**src/rtl/tpm_cmd_sequencer.sv**
```systemverilog
// tpm_cmd_sequencer: issues TPM2_Startup/SelfTest/Shutdown and tracks the management module's op_state
module tpm_cmd_sequencer #(
  parameter int unsigned TIMEOUT_CYCLES = 1000000,
  parameter int unsigned CMD_HOLD = 4
) (
  input  logic        CLOCK_50,
  input  logic        reset_n,
  input  logic        start,
  input  logic        startup_type,
  input  logic        shutdown_req,
  input  logic        clear_fail,
  input  logic [2:0]  op_state,
  output logic [31:0] tpm_cc,
  output logic [15:0] cc_param,
  output logic        cmd_valid,
  output logic        busy,
  output logic        ready,
  output logic        fail,
  output logic [1:0]  fail_code,
  output logic [3:0]  seq_state
);
  typedef enum logic [3:0] {
    IDLE = 4'd0, WAIT_INIT = 4'd1, ISS_STARTUP = 4'd2, WAIT_STARTUP = 4'd3,
    ISS_SELFTEST = 4'd4, WAIT_OPER = 4'd5, READY = 4'd6, ISS_SHUTDOWN = 4'd7,
    WAIT_SHUT = 4'd8, SHUT_DONE = 4'd9, FAIL = 4'd10
  } state_t;
  state_t state_q, state_d;
  logic [23:0] cnt_q, cnt_d;
  logic type_q, type_d;
  logic [1:0] fail_code_q, fail_code_d;
  logic [31:0] tpm_cc_q, tpm_cc_d;
  logic [15:0] cc_param_q, cc_param_d;
  logic cmd_valid_q, cmd_valid_d, busy_q, busy_d, ready_q, ready_d, fail_q, fail_d;
  logic is_wait, is_iss, hold_done, tmo;
  // next state, shared wait/hold counter and registered output values
  always_comb begin
    state_d = state_q;
    type_d = type_q;
    fail_code_d = fail_code_q;
    is_wait = state_q inside {WAIT_INIT, WAIT_STARTUP, WAIT_OPER, WAIT_SHUT};
    is_iss = state_q inside {ISS_STARTUP, ISS_SELFTEST, ISS_SHUTDOWN};
    hold_done = cnt_q == 24'(CMD_HOLD - 1);
    tmo = cnt_q == 24'(TIMEOUT_CYCLES - 1);
    case (state_q)
      IDLE, SHUT_DONE: if (start) begin
        state_d = WAIT_INIT;
        type_d = startup_type;
      end
      WAIT_INIT:    state_d = (op_state == 3'b001) ? ISS_STARTUP : state_q;
      ISS_STARTUP:  state_d = hold_done ? WAIT_STARTUP : state_q;
      WAIT_STARTUP: state_d = (op_state inside {3'b010, 3'b011}) ? ISS_SELFTEST : state_q;
      ISS_SELFTEST: state_d = hold_done ? WAIT_OPER : state_q;
      WAIT_OPER:    state_d = (op_state == 3'b011) ? READY : state_q;
      READY:        state_d = shutdown_req ? ISS_SHUTDOWN : state_q;
      ISS_SHUTDOWN: state_d = hold_done ? WAIT_SHUT : state_q;
      WAIT_SHUT:    state_d = (op_state == 3'b110) ? SHUT_DONE : state_q;
      FAIL: if (clear_fail) begin
        state_d = IDLE;
        fail_code_d = 2'b00;
      end
      default: state_d = IDLE;
    endcase
    if (is_wait && state_d == state_q && tmo) begin
      state_d = FAIL;
      fail_code_d = 2'b01;
    end
    if ((is_wait || state_q == READY) && op_state == 3'b101) begin
      state_d = FAIL;
      fail_code_d = 2'b10;
    end
    cnt_d = ((is_wait || is_iss) && state_d == state_q) ? cnt_q + 24'd1 : '0;
    cmd_valid_d = state_d inside {ISS_STARTUP, ISS_SELFTEST, ISS_SHUTDOWN};
    tpm_cc_d = (state_d == ISS_STARTUP) ? 32'h0000_0144 :
               (state_d == ISS_SELFTEST) ? 32'h0000_0143 :
               (state_d == ISS_SHUTDOWN) ? 32'h0000_0145 : '0;
    cc_param_d = (state_d == ISS_SELFTEST) ? 16'h0001 :
                 (state_d inside {ISS_STARTUP, ISS_SHUTDOWN}) ? {15'b0, type_d} : '0;
    busy_d = !(state_d inside {IDLE, READY, SHUT_DONE, FAIL});
    ready_d = state_d == READY && op_state == 3'b011;
    fail_d = state_d == FAIL;
  end
  // state and output registers, cleared asynchronously
  always_ff @(posedge CLOCK_50 or negedge reset_n) begin
    if (!reset_n) begin
      state_q <= IDLE;
      cnt_q <= '0;
      type_q <= 1'b0;
      fail_code_q <= 2'b00;
      tpm_cc_q <= '0;
      cc_param_q <= '0;
      cmd_valid_q <= 1'b0;
      busy_q <= 1'b0;
      ready_q <= 1'b0;
      fail_q <= 1'b0;
    end else begin
      state_q <= state_d;
      cnt_q <= cnt_d;
      type_q <= type_d;
      fail_code_q <= fail_code_d;
      tpm_cc_q <= tpm_cc_d;
      cc_param_q <= cc_param_d;
      cmd_valid_q <= cmd_valid_d;
      busy_q <= busy_d;
      ready_q <= ready_d;
      fail_q <= fail_d;
    end
  end
  assign tpm_cc = tpm_cc_q;
  assign cc_param = cc_param_q;
  assign cmd_valid = cmd_valid_q;
  assign busy = busy_q;
  assign ready = ready_q;
  assign fail = fail_q;
  assign fail_code = fail_code_q;
  assign seq_state = state_q;
endmodule

```
**config.mk**
```make
export PLATFORM = sky130hd
export DESIGN_NAME = tpm_cmd_sequencer
export DESIGN_NICKNAME = d
export VERILOG_FILES = /design/src/rtl/tpm_cmd_sequencer.sv
export SDC_FILE = /design/constraint.sdc
export NUM_CORES = 1
export LEC_CHECK = 0
export CORE_ASPECT_RATIO = 1.4
export CORE_MARGIN = 2
export CORE_UTILIZATION = 49
export DETAILED_ROUTE_END_ITERATION = 8
export PLACE_DENSITY = 0.8
export SYNTH_ARGS = -nofsm -noshare
export SYNTH_HDL_FRONTEND = slang
export SYNTH_SLANG_ARGS = --single-unit
export TNS_END_PERCENT = 50
```
**constraint.sdc**
```tcl
create_clock -name CLOCK_50 -period 3.1 [get_ports CLOCK_50]
set_input_delay 0.62 -clock CLOCK_50 [delete_from_list [all_inputs] [get_ports CLOCK_50]]
set_output_delay 0.62 -clock CLOCK_50 [all_outputs]
set_load 0.005 [all_outputs]
```
==> results.cfg <==
[run_status]
status = complete, no violations

[yosys]
yosysWarnings = 0
async_flop_share_pct = 100
netlist-cell-type-count = 51
netlist_area_mm2 = 0.00260
syn_area_per_cell_um2 = 8.96
yosysSeqAreaShare_pct = 38.5
ys.flop_type = dfrtp_1
syn_inst = 290
ys_ff_latch = 40
synth-edff-count = 0

[cells_and_area]
final_cell_mix = conb_1 (42), nor2_1 (40), dfrtp_1 (40)
diodes = 0
drive_gt1_share_pct = 8.15
regArea_mm2 = 0.00100
final_common_cell = conb_1
nets = 328
multiInputGateArea_mm2 = 0.00135
syn_to_final_growth_pct = 11.0
n_fill_cell = 472
design_area_mm2 = 0.00288

[critical_path]
end_kind = flop
cp_max_fo = 24
regToRegSetupSlack_ns = 0.39
r2r-start = seq_state[1]$_DFF_PN0_
start_kind = primary input
crit_type = in2reg
r2r_cells = 8
rr_endpoint = cnt_q[17]$_DFF_PN0_
crit_required_ns = 3.29
cp_data_arrival_time_ns = 2.95

[routing]
vias = 1994
viasPerCell = 5.18
drc_errors = 0
drt-pass1-iter-count = 4
drt-initial-drc-count = 175
routedWlPerCell_um = 13.1
ant_nets = 0
wl_um = 5060

[sta]
timing.fmax_mhz = 362
finalSetupViolCount = 0
setup_tns_ns = 0
fin_hold_ws_ns = 0.437
finalCriticalPeriod_ns = 2.76
hold_viol = 0
relSlewSlack_pct = 41.4
slew_violations = 0
worst_slack_ns = 0.337
clock_skew_ns = 0.00758
period_share_pct = 89.1
worst_slew_pin_slew_ns = 0.878
rsz0062_at_grt = no

[floorplan]
rows = 31
die_width_um = 65.5
die_y_um = 90.1
die_area_mm2 = 0.00591
start_util_pct = 50.4
pin_count = 67
coreArea_mm2 = 0.00516

[global_route]
grt_antenna_before_repair = 0
grt_usage_pct = 18.4
grt_max_degree = 41
grt_pass1_vias = 1876
gr-total-overflow = 0
grt_pass1_wl_um = 8510

[power_and_ir_drop]
p_leak_nw = 1.25
peakVddDrop_mv = 0.414
pwr_density_cell_mw_per_mm2 = 767

[clocking]
cts_tree = yes
cts_resized = 0
cts-htree-levels = 2
clockBufferDepth = 2
hold_buffers = 0
clock-sinks = 40
cts_buffers = 5
cts_root_buffer = clkbuf_8
path_clk_slew_ns = 0.08
clock_latency_ns = 0.30
cts_setup_buffers = 0

[placement]
portBuffers = 24
gp_congestion = 0.886
hpwl_um = 3730
post-place-ws_ns = 0.0281
dpl_cell_area_mm2 = 0.00277

[job]
maxCapViolations = 0

[min_path]
hold_class = in2async
-- power breakdown --
part,switching (mW),internal [mW],total [mW]
clock network,0.193,0.242,0.435
registers,0.0982,0.605,0.703
logic,0.567,0.507,1.07
total,0.858,1.35,2.21
-- registers in the layout, indices dropped and copies added, names as in the netlist --
name / flops
cnt_q: 24
seq_state: 4
tpm_cc: 4
fail_code: 2
busy: 1
cc_param: 1
cmd_valid: 1
fail: 1
ready: 1
type_q: 1
-- critical path: stages --
cell and delay [ns]:
clkdlybuf4s50_1 0.47, nand2b_1 0.15, or4b_4 0.48, and4_1 0.22
a2111o_1 0.43, a31o_1 0.25, o21ai_4 0.07, buf_12 0.18
nor2_1 0.07
-- worst max-delay path by stage --
stage	from	endpoint	slack, ns	cells past startpoint
2_1_floorplan	op_state[2]	cnt_q[9]$_DFF_PN0_	0.60	8
3_3_place_gp	op_state[2]	cnt_q[19]$_DFF_PN0_	0.09	9
3_5_place_dp	op_state[2]	cnt_q[17]$_DFF_PN0_	0.03	9
4_1_cts	op_state[2]	cnt_q[17]$_DFF_PN0_	0.35	9
5_1_grt	seq_state[1]$_DFF_PN0_	cnt_q[7]$_DFF_PN0_	0.24	8
6_report	op_state[2]	cnt_q[17]$_DFF_PN0_	0.34	9
-- stage by stage --
| stage | power [mW] | util [%] | instances |
|---|---|---|---|
| CTS | 2.22 | 55.9 | 385 |
| finish | 2.21 | 55.9 | 385 |
| global route | 2.38 | 55.9 | 385 |
| detailed placement | 1.78 | 53.7 | 377 |
| global placement | 1.76 | 53.7 | 377 |
| floorplan | 1.46 | - | 331 |
-- area by class of cell --
type                    instances  share of cell area [%]
flip-flops and latches         40                    34.7
clock inverters                 3                    1.61
inverters                       6                   0.781
repair buffers                 32                    10.7
clock buffers                   5                    2.39
well taps                      66                    2.86
multi-input cells             233                    47.0
-- cells in the mapped netlist (2+ instances only) --
master | n | share of area (%)
dfrtp_1 | 40 | 39
nand2_1 | 20 | 2.9
nor4_1 | 4 | 0.96
o21ai_0 | 6 | 1.2
nand3_1 | 12 | 2.3
nor2_1 | 40 | 5.8
o21a_1 | 2 | 0.58
buf_4 | 43 | 12
nand4_1 | 7 | 1.7
a21oi_1 | 9 | 1.7
xnor2_1 | 12 | 4.0
buf_2 | 2 | 0.39
nor4bb_1 | 2 | 0.77
nor2b_1 | 2 | 0.48
and2_1 | 2 | 0.48
nor4b_2 | 2 | 1.2
a211o_1 | 2 | 0.67
buf_6 | 2 | 0.87
nand3b_1 | 2 | 0.58
nor3_1 | 8 | 1.5
nand4b_1 | 3 | 1.0
or4b_4 | 2 | 1.1
xor2_1 | 12 | 4.0
nand2b_1 | 6 | 1.4
nor3b_1 | 2 | 0.58
and3b_1 | 3 | 1.0
and3_1 | 6 | 1.4
and4_1 | 5 | 1.7
inv_1 | 6 | 0.87
clkbuf_1 | 5 | 0.72
-- layer usage --
layer,part of all wire (%),track usage [%]
met4,2.8,8.16
met3,3.3,3.75
met5,0,0
met2,54,32.8
met1,40,20.6
-- kinds of logic (layout without fill, tap and decap cells) --
logic type	count (synthesis)	after routing	synth area share, %
AO/OA/AOI/OAI	33	33	9.06
XOR/XNOR	24	24	8.09
adder cells (fa/ha/maj)	1	1	0.482
buffers and inverters	58	46	15.3
flip-flops	40	40	38.5
multiplexers	1	1	0.385
other	1	42	0.144
AND/OR/NAND/NOR	132	132	28.0
(Power assumes the default switching activity.)
